==> src/rtl/tft_video_capture_pkg.sv <==
// Shared types and helpers for the TFT/LCD clocked-video capture block.
package tft_video_capture_pkg;

  typedef enum logic [1:0] {
    IDLE   = 2'd0,
    ACTIVE = 2'd1,
    DROP   = 2'd2
  } cap_state_t;

  // Framing flags stored alongside each pixel in the output FIFO.
  typedef struct packed {
    logic sop;
    logic eop;
  } beat_tag_t;

  function automatic logic sync_active(input logic level, input logic pol);
    return level == pol;
  endfunction

endpackage

==> src/rtl/tft_video_capture_sync_fifo.sv <==
// Show-ahead synchronous FIFO: the head entry is visible on pop_data_o while not empty.
module sync_fifo #(
  parameter int WIDTH = 34,
  parameter int DEPTH = 16
) (
  input  logic             clk,
  input  logic             reset,
  input  logic             push_i,
  input  logic [WIDTH-1:0] push_data_i,
  input  logic             pop_i,
  output logic [WIDTH-1:0] pop_data_o,
  output logic             full_o,
  output logic             empty_o
);

  localparam int AW = $clog2(DEPTH);

  logic [WIDTH-1:0] mem [DEPTH];
  logic [AW:0]      wr_ptr_q;
  logic [AW:0]      rd_ptr_q;
  logic             push_ok;
  logic             pop_ok;

  // Extra pointer bit distinguishes full from empty when the indices match.
  assign empty_o    = (wr_ptr_q == rd_ptr_q);
  assign full_o     = (wr_ptr_q[AW] != rd_ptr_q[AW]) &&
                      (wr_ptr_q[AW-1:0] == rd_ptr_q[AW-1:0]);
  assign push_ok    = push_i & ~full_o;
  assign pop_ok     = pop_i & ~empty_o;
  assign pop_data_o = mem[rd_ptr_q[AW-1:0]];

  always_ff @(posedge clk or posedge reset) begin
    if (reset) begin
      wr_ptr_q <= '0;
      rd_ptr_q <= '0;
    end else begin
      if (push_ok) wr_ptr_q <= wr_ptr_q + 1'b1;
      if (pop_ok)  rd_ptr_q <= rd_ptr_q + 1'b1;
    end
  end

  always_ff @(posedge clk) begin
    if (push_ok) mem[wr_ptr_q[AW-1:0]] <= push_data_i;
  end

endmodule

==> src/rtl/tft_video_capture.sv <==
// Parallel TFT/LCD video receiver: recovers frame/line framing from syncs and emits
// an Avalon-ST video stream with SOP/EOP, plus measured resolution and overflow status.
module tft_video_capture
  import tft_video_capture_pkg::*;
#(
  parameter int DATA_W     = 32,
  parameter int FIFO_DEPTH = 16,
  parameter int CNT_W      = 12,
  parameter bit HSYNC_POL  = 1'b0,
  parameter bit VSYNC_POL  = 1'b0
) (
  input  logic              clk,
  input  logic              reset,
  input  logic              enable,
  input  logic [DATA_W-1:0] vid_data,
  input  logic              vid_datavalid,
  input  logic              vid_h_sync,
  input  logic              vid_v_sync,
  output logic [DATA_W-1:0] src_data,
  output logic              src_valid,
  input  logic              src_ready,
  output logic              src_sop,
  output logic              src_eop,
  output logic [CNT_W-1:0]  width,
  output logic [CNT_W-1:0]  height,
  output logic              frame_done,
  output logic              overflow,
  input  logic              clear_overflow,
  output logic [1:0]        dbg_state
);

  cap_state_t        state_q, state_d;
  logic [DATA_W-1:0] vid_data_q;
  logic              dv_q, hs_q, vs_q, hs_prev_q, vs_prev_q;
  logic [DATA_W-1:0] hold_q, hold_d;
  logic              hold_vld_q, hold_vld_d;
  logic              sop_pend_q, sop_pend_d;
  logic              overflow_q, overflow_d;
  logic              frame_done_q, frame_done_d;
  logic [CNT_W-1:0]  width_q, width_d, height_q, height_d;
  logic [CNT_W-1:0]  pix_cnt_q, pix_cnt_d, line_cnt_q, line_cnt_d;
  logic [CNT_W-1:0]  height_cand;

  logic              hs_edge, vs_edge, pixel;
  logic              push, push_eop, ovf_set;
  logic              fifo_full, fifo_empty;
  logic [DATA_W+1:0] push_entry, pop_entry;
  beat_tag_t         push_tag, pop_tag;

  function automatic logic [CNT_W-1:0] sat_inc(input logic [CNT_W-1:0] v);
    return (&v) ? v : v + 1'b1;
  endfunction

  // Edges compare the current registered sample with the previous one.
  assign hs_edge = sync_active(hs_q, HSYNC_POL) & ~sync_active(hs_prev_q, HSYNC_POL);
  assign vs_edge = sync_active(vs_q, VSYNC_POL) & ~sync_active(vs_prev_q, VSYNC_POL);
  assign pixel   = dv_q & ~sync_active(hs_q, HSYNC_POL) & ~sync_active(vs_q, VSYNC_POL);

  always_ff @(posedge clk or posedge reset) begin
    if (reset) begin
      vid_data_q   <= '0;
      dv_q         <= 1'b0;
      hs_q         <= ~HSYNC_POL;
      vs_q         <= ~VSYNC_POL;
      hs_prev_q    <= ~HSYNC_POL;
      vs_prev_q    <= ~VSYNC_POL;
      state_q      <= IDLE;
      hold_q       <= '0;
      hold_vld_q   <= 1'b0;
      sop_pend_q   <= 1'b0;
      overflow_q   <= 1'b0;
      frame_done_q <= 1'b0;
      width_q      <= '0;
      height_q     <= '0;
      pix_cnt_q    <= '0;
      line_cnt_q   <= '0;
    end else begin
      vid_data_q   <= vid_data;
      dv_q         <= vid_datavalid;
      hs_q         <= vid_h_sync;
      vs_q         <= vid_v_sync;
      hs_prev_q    <= hs_q;
      vs_prev_q    <= vs_q;
      state_q      <= state_d;
      hold_q       <= hold_d;
      hold_vld_q   <= hold_vld_d;
      sop_pend_q   <= sop_pend_d;
      overflow_q   <= overflow_d;
      frame_done_q <= frame_done_d;
      width_q      <= width_d;
      height_q     <= height_d;
      pix_cnt_q    <= pix_cnt_d;
      line_cnt_q   <= line_cnt_d;
    end
  end

  always_comb begin
    state_d      = state_q;
    hold_d       = hold_q;
    hold_vld_d   = hold_vld_q;
    sop_pend_d   = sop_pend_q;
    frame_done_d = 1'b0;
    push         = 1'b0;
    push_eop     = 1'b0;
    ovf_set      = 1'b0;
    case (state_q)
      IDLE: begin
        if (vs_edge) begin
          hold_vld_d = 1'b0;
          sop_pend_d = 1'b1;
          state_d    = enable ? ACTIVE : IDLE;
        end
      end
      ACTIVE: begin
        if (vs_edge) begin
          // Flush the held pixel as the frame's last beat.
          if (hold_vld_q) begin
            push     = 1'b1;
            push_eop = 1'b1;
            if (fifo_full) ovf_set = 1'b1;
            else           frame_done_d = 1'b1;
          end
          hold_vld_d = 1'b0;
          sop_pend_d = 1'b1;
          state_d    = enable ? ACTIVE : IDLE;
        end else if (pixel) begin
          hold_d     = vid_data_q;
          hold_vld_d = 1'b1;
          if (hold_vld_q) begin
            push = 1'b1;
            if (fifo_full) begin
              ovf_set    = 1'b1;
              hold_vld_d = 1'b0;
              state_d    = DROP;
            end else begin
              sop_pend_d = 1'b0;
            end
          end
        end
      end
      DROP: begin
        hold_vld_d = 1'b0;
        if (vs_edge) begin
          sop_pend_d = 1'b1;
          state_d    = enable ? ACTIVE : IDLE;
        end
      end
      default: state_d = IDLE;
    endcase
  end

  // A vsync edge also closes any open line so it counts toward height.
  always_comb begin
    pix_cnt_d   = pix_cnt_q;
    line_cnt_d  = line_cnt_q;
    width_d     = width_q;
    height_d    = height_q;
    height_cand = (pix_cnt_q != '0) ? sat_inc(line_cnt_q) : line_cnt_q;
    if (vs_edge) begin
      if (pix_cnt_q != '0)   width_d  = pix_cnt_q;
      if (height_cand != '0) height_d = height_cand;
      line_cnt_d = '0;
      pix_cnt_d  = '0;
    end else if (hs_edge) begin
      if (pix_cnt_q != '0) begin
        width_d    = pix_cnt_q;
        line_cnt_d = sat_inc(line_cnt_q);
      end
      pix_cnt_d = '0;
    end else if (pixel) begin
      pix_cnt_d = sat_inc(pix_cnt_q);
    end
  end

  assign overflow_d = (overflow_q & ~clear_overflow) | ovf_set;

  assign push_tag   = '{sop: sop_pend_q, eop: push_eop};
  assign push_entry = {push_tag, hold_q};
  assign pop_tag    = pop_entry[DATA_W+1:DATA_W];

  sync_fifo #(
    .WIDTH (DATA_W + 2),
    .DEPTH (FIFO_DEPTH)
  ) u_fifo (
    .clk         (clk),
    .reset       (reset),
    .push_i      (push & ~fifo_full),
    .push_data_i (push_entry),
    .pop_i       (src_ready),
    .pop_data_o  (pop_entry),
    .full_o      (fifo_full),
    .empty_o     (fifo_empty)
  );

  assign src_valid  = ~fifo_empty;
  assign src_data   = src_valid ? pop_entry[DATA_W-1:0] : '0;
  assign src_sop    = src_valid & pop_tag.sop;
  assign src_eop    = src_valid & pop_tag.eop;
  assign width      = width_q;
  assign height     = height_q;
  assign frame_done = frame_done_q;
  assign overflow   = overflow_q;
  assign dbg_state  = state_q;

endmodule
==> config.mk <==
export PLATFORM = sky130hd
export DESIGN_NAME = tft_video_capture
export DESIGN_NICKNAME = d
export VERILOG_FILES = /design/src/rtl/tft_video_capture_pkg.sv /design/src/rtl/tft_video_capture_sync_fifo.sv /design/src/rtl/tft_video_capture.sv
export SDC_FILE = /design/constraint.sdc
export NUM_CORES = 1
export LEC_CHECK = 0
export BUFFER_PORTS_ARGS = -buffer_cell sky130_fd_sc_hd__clkbuf_2
export CORE_ASPECT_RATIO = 0.7
export CORE_UTILIZATION = 51
export CTS_CLUSTER_DIAMETER = 50
export DETAILED_ROUTE_END_ITERATION = 16
export HOLD_SLACK_MARGIN = 0.1
export PLACE_DENSITY = 0.72
export SYNTH_ARGS = -nofsm -noshare
export SYNTH_HDL_FRONTEND = slang
export SYNTH_SLANG_ARGS = --single-unit
==> constraint.sdc <==
create_clock -name clk -period 5.2 [get_ports clk]
set_input_delay 0.52 -clock clk [delete_from_list [all_inputs] [get_ports clk]]
set_output_delay 0.52 -clock clk [all_outputs]
set_load 0.1 [all_outputs]
==> out/qor.log, run 1 <==
qor: outcome.outcome finished clean
qor: pwr.power_frac_clock 28.7%
qor: synth.synth-edff-count 544
qor: critical_path.crit_path_start_kind flip-flop
qor: timing.finalHoldWorstSlack 0.1265 ns
qor: clocking.clockBufferDepth 3
qor: drt.avgViaCountPerCell 5.932
qor: synth.syn_area_per_cell 20.72 sq um
qor: grt.global_route_wire_length_before_repair 82480 um
qor: clocking.clock_tree.root_cell sky130_fd_sc_hd__clkbuf_16
qor: pwr.total_leakage_power 10.45 nW
qor: timing.drv_slew 0
qor: timing.worst_clock_skew 0.02737 ns
qor: pwr.comb_power_share 32.2%
qor: timing.finalCritPeriodShare 80.65%
qor: timing.timing.slew.headroom 34.16%
qor: synth.asyncSetResetFlopFracSynth 19.65%
qor: critical_path.crit_path_end_kind output port
qor: pwr.design_power_total 0.01744 W
qor: placed_design.cell_count_after_placement 2010
qor: critical_path.timing.critical_path.slowest_cell_delay 0.84 ns
qor: critical_path.critPathLaunch u_fifo.rd_ptr_q[0]$_DFFE_PP0P_
qor: drt.drtAntennaViolNets 0
qor: pwr.internal 0.01118 W
qor: grt.first_global_vias 13000
qor: placed_design.port_buffers 102
qor: critical_path.reg2reg_to u_fifo.mem[3][14]$_DFFE_PP_
qor: floorplanning.io_pins 103
qor: synth.syn-num-nets 1313
qor: synth.synth-warning-count 0
qor: synth.synth_seq_cells 677
qor: pwr.power.sequential.fraction 39.1%
qor: clocking.clkSlewWorstSetupHoldPaths 0.06 ns
qor: synth.syn_area 0.02621 sq mm
qor: pwr.power_density 574.2 mW/mm^2
qor: floorplanning.die_w 272.9 um
qor: critical_path.path_cells buf_12 -> mux4_2 -> mux4_2 -> nor2b_1 -> clkbuf_2
qor: floorplanning.design.core.area 0.05076 sq mm
qor: grt.antenna_found_initial 0
qor: timing.setup_viol 0
qor: floorplanning.initial_util 51.62%
qor: layout.post_route_cells_drive_above_1_share 33.00%
qor: placed_design.post-place-ws 1.481 ns
qor: clocking.numClockSinks 677
qor: placed_design.gp_routability_congestion 0.8560
qor: layout.design.final.nets 1489
qor: clocking.post-cts-setup-buffer-count 0
qor: drt.wl_per_cell 25.16 um
qor: critical_path.arrival 3.67 ns
qor: drt.drt_iter0_markers 1344
qor: clocking.tritoncts yes
qor: timing.finalWorstSetupSlack 1.006 ns
qor: floorplanning.die_height 191.7 um
qor: drt.totalWireLength 54470 um
qor: grt.grt_start_max_net_pins 138
qor: clocking.ctsResizeCount 0
qor: drt.detail_route.drc_violations 0
qor: worst_hold_path.min_delay_worst_type in -> async
qor: grt.grt_overflow 0
qor: critical_path.crit_path_top_delay_cell sky130_fd_sc_hd__dfrtp_4
qor: run.number_of_max_capacitance_violations_reported 0
qor: layout.antenna_fix_cells 0
qor: timing.grt_setup_unrepaired no
qor: pwr.switching_power_as_a_share_of_total_power 35.91%
qor: critical_path.setup.worst_path.class reg -> out
qor: grt.globalRouteTotalUtil 21.73%
qor: synth.synth.yosys.seq_area_share 75.05%
qor: timing.worst-slew-pin-transition 0.9852 ns
qor: synth.yosys_most_used_dff sky130_fd_sc_hd__edfxtp_1
qor: drt.routed-via-count 12840
qor: pwr.maximum_ir_drop_on_the_vdd_rail 805.6 uV
qor: clocking.ctsHtreeMaxLevel 3
qor: clocking.postCtsHoldBufs 36
qor: floorplanning.fp.dieArea 0.05231 sq mm
qor: critical_path.critical_path.reg2reg.startpoint u_fifo.rd_ptr_q[0]$_DFFE_PP0P_
qor: critical_path.rrSetupSlack 1.55 ns
qor: placed_design.hpwl 28790 um
qor: floorplanning.core.rowCount 69
qor: clocking.cts-buffers-inserted 67
qor: critical_path.reg2regPathDepth 7
qor: synth.ys_types 54
qor: critical_path.critPathMaxFanout 60
qor: clocking.clk_latency 0.61 ns
qor: drt.drt_pre_antenna_iters 5
qor: timing.layout_min_cycle_time 4.194 ns
qor: pwr.total_switching_power 0.006265 W
qor: layout.syn2layout_area_growth 15.93%
qor: layout.layout.cells.most_common_list 544 x sky130_fd_sc_hd__edfxtp_1, 170 x sky130_fd_sc_hd__mux4_2, 125 x sky130_fd_sc_hd__dfrtp_1
qor: synth.post_synth_inst_count 1265
qor: critical_path.crit_path_frequent_cell sky130_fd_sc_hd__mux4_2
qor: timing.totalNegativeSetupSlack 0 ns
qor: timing.fmax 238.4 MHz
qor: timing.final_hold_viol_count 0
qor: layout.stdcell_count 2165
qor: layout.layout.cells.most_common sky130_fd_sc_hd__edfxtp_1
qor: critical_path.timing.critical_path.required 4.68 ns
## state kept, by name, indices dropped and copies added, names as in the netlist, 2 cells and up
name and flops:
u_fifo.wr_ptr_q 5, width 12, hold_q 32, u_fifo.mem 544, line_cnt_q 12, dbg_state 2, vid_data_q 32, height 12
u_fifo.rd_ptr_q 5, pix_cnt_q 12
## synthesized netlist by cell type, types with 3 or more instances
| master | n | share of area [%] |
|---|---|---|
| sky130_fd_sc_hd__a21oi_1 | 13 | 0.25 |
| sky130_fd_sc_hd__nand2_1 | 37 | 0.53 |
| sky130_fd_sc_hd__or3_1 | 3 | 0.072 |
| sky130_fd_sc_hd__ha_1 | 8 | 0.38 |
| sky130_fd_sc_hd__mux2_4 | 8 | 0.46 |
| sky130_fd_sc_hd__nand2b_1 | 8 | 0.19 |
| sky130_fd_sc_hd__nand4_1 | 8 | 0.19 |
| sky130_fd_sc_hd__nor2_1 | 53 | 0.76 |
| sky130_fd_sc_hd__nor2b_1 | 40 | 0.95 |
| sky130_fd_sc_hd__inv_1 | 11 | 0.16 |
| sky130_fd_sc_hd__mux4_2 | 170 | 15 |
| sky130_fd_sc_hd__dfrtp_1 | 129 | 12 |
| sky130_fd_sc_hd__edfxtp_1 | 544 | 62 |
| sky130_fd_sc_hd__dfstp_2 | 4 | 0.40 |
| sky130_fd_sc_hd__xor2_1 | 10 | 0.33 |
| sky130_fd_sc_hd__nor3_1 | 11 | 0.21 |
| sky130_fd_sc_hd__mux2i_1 | 6 | 0.23 |
| sky130_fd_sc_hd__clkbuf_1 | 39 | 0.56 |
| sky130_fd_sc_hd__o31ai_1 | 6 | 0.17 |
| sky130_fd_sc_hd__xnor2_1 | 18 | 0.60 |
| sky130_fd_sc_hd__buf_1 | 10 | 0.14 |
| sky130_fd_sc_hd__a31oi_1 | 3 | 0.072 |
| sky130_fd_sc_hd__and3_1 | 6 | 0.14 |
| sky130_fd_sc_hd__o21ai_0 | 14 | 0.27 |
| sky130_fd_sc_hd__nand3_1 | 20 | 0.38 |
| sky130_fd_sc_hd__buf_2 | 10 | 0.19 |
| sky130_fd_sc_hd__mux2_2 | 45 | 1.9 |
## cell type report
cell class | count | area, sq um
repair buffers | 169 | 1166
multi-input cells | 515 | 6360
clock inverters | 34 | 416.7
well taps | 674 | 843.3
flip-flops and latches | 677 | 19680
fillers | 3588 | 20380
inverters | 11 | 46.29
clock buffers | 85 | 1869
## per-layer routing
metal	wire, um	up-vias	global-route usage, %
li1	-	5447	-
met1	24160	6849	32.98
met2	25640	466	32.90
met3	3706	81	4.188
met4	955	0	5.135
met5	0	-	0
## power groups by stage
stage	Combinational, W	Clock [W]	Sequential (W)
after floorplan	0.00462	0	0.00678
after global placement	0.00562	0	0.00692
after detailed placement	0.00565	0	0.00695
after CTS	0.00570	0.00508	0.00684
after global routing	0.00590	0.00529	0.00689
final	0.00561	0.00500	0.00682
## worst max-delay path, delay by kind of cell (launching register included)
family / cells / cell delay (ns)
buf+inv: 2 / 0.89
flops: 1 / 0.84
mux: 2 / 1.07
simple gates: 1 / 0.17
## worst max-delay path by stage
stage / end / depth (start not counted)
2_1_floorplan: u_fifo.mem[3][0]$_DFFE_PP_ / 5
3_3_place_gp: u_fifo.mem[3][16]$_DFFE_PP_ / 7
3_5_place_dp: u_fifo.mem[3][14]$_DFFE_PP_ / 7
4_1_cts: src_data[12] / 5
5_1_grt: src_data[12] / 5
6_report: src_data[12] / 5
## per-stage QoR
step,utilization [%],instance area [sq um]
floorplan,-,26210
global placement,54.63,27730
detailed placement,54.63,27730
CTS,59.85,30380
global route,59.85,30380
finish,59.85,30380
## kinds of logic after synthesis
logic type	count (synthesis)	synth area share, %
compound gates	55	1.380
flops	677	75.05
buf+inv	73	1.155
simple gates	194	3.820
mux	230	17.27
fa+ha+maj	8	0.3820
xor+xnor	28	0.9358
(Power assumes the default switching activity.)
==> inputs of run 2 (changes only) <==
--- a/config.mk
+++ b/config.mk
@@ -11,7 +11,7 @@
 export CTS_CLUSTER_DIAMETER = 50
 export DETAILED_ROUTE_END_ITERATION = 16
 export HOLD_SLACK_MARGIN = 0.1
-export PLACE_DENSITY = 0.72
+export PLACE_DENSITY = 0.74
 export SYNTH_ARGS = -nofsm -noshare
 export SYNTH_HDL_FRONTEND = slang
 export SYNTH_SLANG_ARGS = --single-unit
==> constraint.sdc (replaced) <==
create_clock -name clk -period 3.8 [get_ports clk]
set_input_delay 0.38 -clock clk [delete_from_list [all_inputs] [get_ports clk]]
set_output_delay 0.38 -clock clk [all_outputs]
set_load 0.1 [all_outputs]
==> run 2 against run 1 <==
Compared with the run above: global-route usage grew 0.25 points; clock power grew 22%; worst hold slack gained 0.25 ns; combinational power grew 40%; non-clock buffer count grew 19; flip-flop and latch count is the same; via count grew 0.82%; largest cell class unchanged; register-to-register slack lost 0.89 ns; die area is the same; core utilization is essentially flat; highest routed layer unchanged; critical path depth is the same; routed wire length grew 2.9%.
==> out/qor.log, run 2 (same netlist as run 1, synthesis figures left out) <==
qor: outcome.outcome finished clean
qor: critical_path.critical_path_depth 5 [unchanged]
qor: run.number_of_max_capacitance_violations_reported 0 [unchanged]
qor: placed_design.hpwl 29830 um [+3.6%]
qor: layout.syn2layout_area_growth 15.98% [about the same]
qor: drt.drtAntennaViolNets 0 [unchanged]
qor: critical_path.arrival 3.34 ns [-0.33 ns]
qor: placed_design.gp_routability_congestion 0.7987 [-6.7%]
qor: clocking.clock_tree.root_cell sky130_fd_sc_hd__clkbuf_16
qor: critical_path.timing.critical_path.max_delay_family buffers and inverters
qor: drt.avgViaCountPerCell 5.939 [+0.12%]
qor: layout.post_route_cells_drive_above_1_share 32.47% [-0.53 points]
qor: grt.grt_overflow 0 [unchanged]
qor: timing.final_hold_viol_count 0 [unchanged]
qor: drt.met3_wirelength 3410 um [-8.0%]
qor: layout.layout.cells.most_common sky130_fd_sc_hd__edfxtp_1
qor: pwr.total_leakage_power 10.38 nW [-0.65%]
qor: critical_path.timing.critical_path.required 3.42 ns [-1.26 ns]
qor: layout.design.final.nets 1502 [+0.87%]
qor: clocking.clk_latency 0.63 ns [+0.02 ns]
qor: clocking.clkSlewWorstSetupHoldPaths 0.06 ns [about the same]
qor: clocking.numClockSinks 677 [unchanged]
qor: timing.finalCritPeriodShare 97.88%
qor: timing.layout_min_cycle_time 3.720 ns
qor: layout.largest_reg_flops 544 [unchanged]
qor: critical_path.crit_path_start_kind flip-flop
qor: timing.setup_viol 0 [unchanged]
qor: placed_design.cell_count_after_placement 2025 [+0.75%]
qor: critical_path.timing.critical_path.slowest_cell_delay 0.63 ns [-0.21 ns]
qor: grt.grt_start_max_net_pins 140 [+1.4%]
qor: placed_design.port_buffers 102 [unchanged]
qor: critical_path.critPathMaxFanout 139 [+130%]
qor: critical_path.critPathLaunch u_fifo.rd_ptr_q[1]$_DFFE_PP0P_
qor: layout.number_of_inserted_filler_cells_in_the_final_layout 3629 [+1.1%]
qor: grt.global_route_wire_length_before_repair 84120 um [+2.0%]
qor: timing.grt_setup_unrepaired no
qor: clocking.tritoncts yes
qor: layout.post-route-cell-area 0.03039 sq mm [about the same]
qor: critical_path.rrSetupSlack 0.66 ns [-0.89 ns]
qor: clocking.cts-buffers-inserted 61 [-9.0%]
qor: drt.routed-via-count 12950 [+0.82%]
qor: timing.timing.slew.headroom 34.77% [+0.61 points]
qor: drt.wl_per_cell 25.71 um [+2.2%]
qor: drt.drt_pre_antenna_iters 7 [+2]
qor: critical_path.timing.critical_path.buf_inv 2 [unchanged]
qor: layout.layout.cells.most_common_list 544 x sky130_fd_sc_hd__edfxtp_1, 170 x sky130_fd_sc_hd__mux4_2, 125 x sky130_fd_sc_hd__dfrtp_1
qor: layout.antenna_fix_cells 0 [unchanged]
qor: grt.antenna_found_initial 0 [unchanged]
qor: critical_path.critical_path.reg2reg.startpoint u_fifo.wr_ptr_q[3]$_DFFE_PP0P_
qor: drt.met1Wirelength 24330 um [+0.70%]
qor: pwr.maximum_ir_drop_on_the_vdd_rail 918.4 uV [+14%]
qor: pwr.design_power_total 0.02328 W [+33%]
qor: drt.totalWireLength 56040 um [+2.9%]
qor: critical_path.reg2reg_to u_fifo.mem[11][0]$_DFFE_PP_
qor: worst_hold_path.min_delay_worst_type reg -> reg
qor: critical_path.setup.worst_path.class reg -> out
qor: floorplanning.die_height 191.7 um [unchanged]
qor: grt.globalRouteTotalUtil 21.98% [+0.25 points]
qor: floorplanning.design.core.area 0.05076 sq mm [unchanged]
qor: layout.stdcell_count 2180 [+0.69%]
qor: floorplanning.die_w 272.9 um [unchanged]
qor: drt.highest_layer met4
qor: clocking.ctsHtreeMaxLevel 2 [-1]
qor: floorplanning.initial_util 51.62% [unchanged]
qor: drt.drt_iter0_markers 1344 [unchanged]
qor: worst_hold_path.hold_path_stages 0
qor: grt.first_global_vias 13180 [+1.4%]
qor: layout.multi_input_comb_area 0.006385 sq mm [+0.39%]
qor: timing.fmax 268.8 MHz
qor: clocking.clockBufferDepth 3 [unchanged]
qor: pwr.power_density 765.9 mW/mm^2 [+33%]
qor: timing.drv_slew 0 [unchanged]
qor: floorplanning.io_pins 103 [unchanged]
qor: critical_path.crit_path_frequent_cell sky130_fd_sc_hd__mux4_2
qor: placed_design.placed_cell_area 0.02796 sq mm [+0.81%]
qor: critical_path.path_cells buf_12 -> mux4_2 -> mux4_2 -> nor2b_1 -> clkbuf_2
qor: timing.worst_clock_skew 0.01648 ns [-0.01089 ns]
qor: critical_path.crit_path_top_delay_cell sky130_fd_sc_hd__buf_12
qor: floorplanning.core.rowCount 69 [unchanged]
qor: timing.worst-slew-pin-transition 0.9785 ns [-0.006741 ns]
qor: critical_path.crit_path_end src_data[12]
qor: layout.area.sequential 0.01968 sq mm [unchanged]
qor: critical_path.reg2regPathDepth 7 [unchanged]
qor: drt.met2RoutedLength 27140 um [+5.8%]
qor: drt.detail_route.drc_violations 0 [unchanged]
qor: critical_path.crit_path_end_kind output port
qor: clocking.post-cts-setup-buffer-count 0 [unchanged]
qor: floorplanning.fp.dieArea 0.05231 sq mm [unchanged]
[run 2: changes by cell type in the layout (fill, tap and decap cells not counted), sizes merged]
| cell | change |
|---|---|
| clkinv | -1 |
| clkinvlp | +5 |
| inv | -2 |
| buf | +15 |
| clkbuf | -2 |
| dlygate4sd3 | +3 |
| bufinv | -3 |
[run 2: stage by stage]
step           utilization, %  hold WS [ns]  worst slack, ns  setup TNS, ns
2_1_floorplan               -        0.3627         -0.05328         -3.216
3_3_place_gp            55.07        0.3686           0.7488              0
3_5_place_dp            55.07        0.3709           0.7557              0
4_1_cts                 59.80        0.3507          0.02907              0
5_1_grt                 59.87        0.3696         0.005822              0
6_report                59.87        0.3808          0.08037              0
[run 2: layout make-up]
cell class,instances,share of cell area (%)
Clock buffer,82,5.413
Clock inverter,33,1.173
Multi-Input combinational cell,515,21.01
Inverter,11,0.1482
Timing Repair Buffer,188,4.738
Tap cell,674,2.775
Sequential cell,677,64.75
[run 2: worst min-delay path by stage]
stage	from	endpoint	slack, ns
floorplan	hs_q$_DFF_PP1_	hs_prev_q$_DFF_PP1_	0.36
global placement	hs_q$_DFF_PP1_	hs_prev_q$_DFF_PP1_	0.37
detailed placement	hs_q$_DFF_PP1_	hs_prev_q$_DFF_PP1_	0.37
CTS	vid_data[26]	vid_data_q[26]$_DFF_PP0_	0.35
global route	vid_data[28]	vid_data_q[28]$_DFF_PP0_	0.37
finish	hs_q$_DFF_PP1_	hs_prev_q$_DFF_PP1_	0.38
[run 2: power by group]
group / internal (W) / switching [W]
combinational: 0.00260 / 0.00527
clock: 0.00340 / 0.00272
sequential: 0.00871 / 0.000580
total: 0.0147 / 0.00857
[run 2: timing repair]
action,in CTS,in global routing
gates resized for setup,1,2
endpoints found under the setup margin,1,1
gates cloned,0,1
hold endpoints to repair,167,0
hold buffers,39,0
[run 2: layer usage]
| layer | up-vias | GRT usage (%) |
|---|---|---|
| li1 | 5481 | - |
| met1 | 6874 | 32.73 |
| met2 | 508 | 34.83 |
| met3 | 85 | 2.913 |
| met4 | 0 | 5.565 |
| met5 | - | 0 |
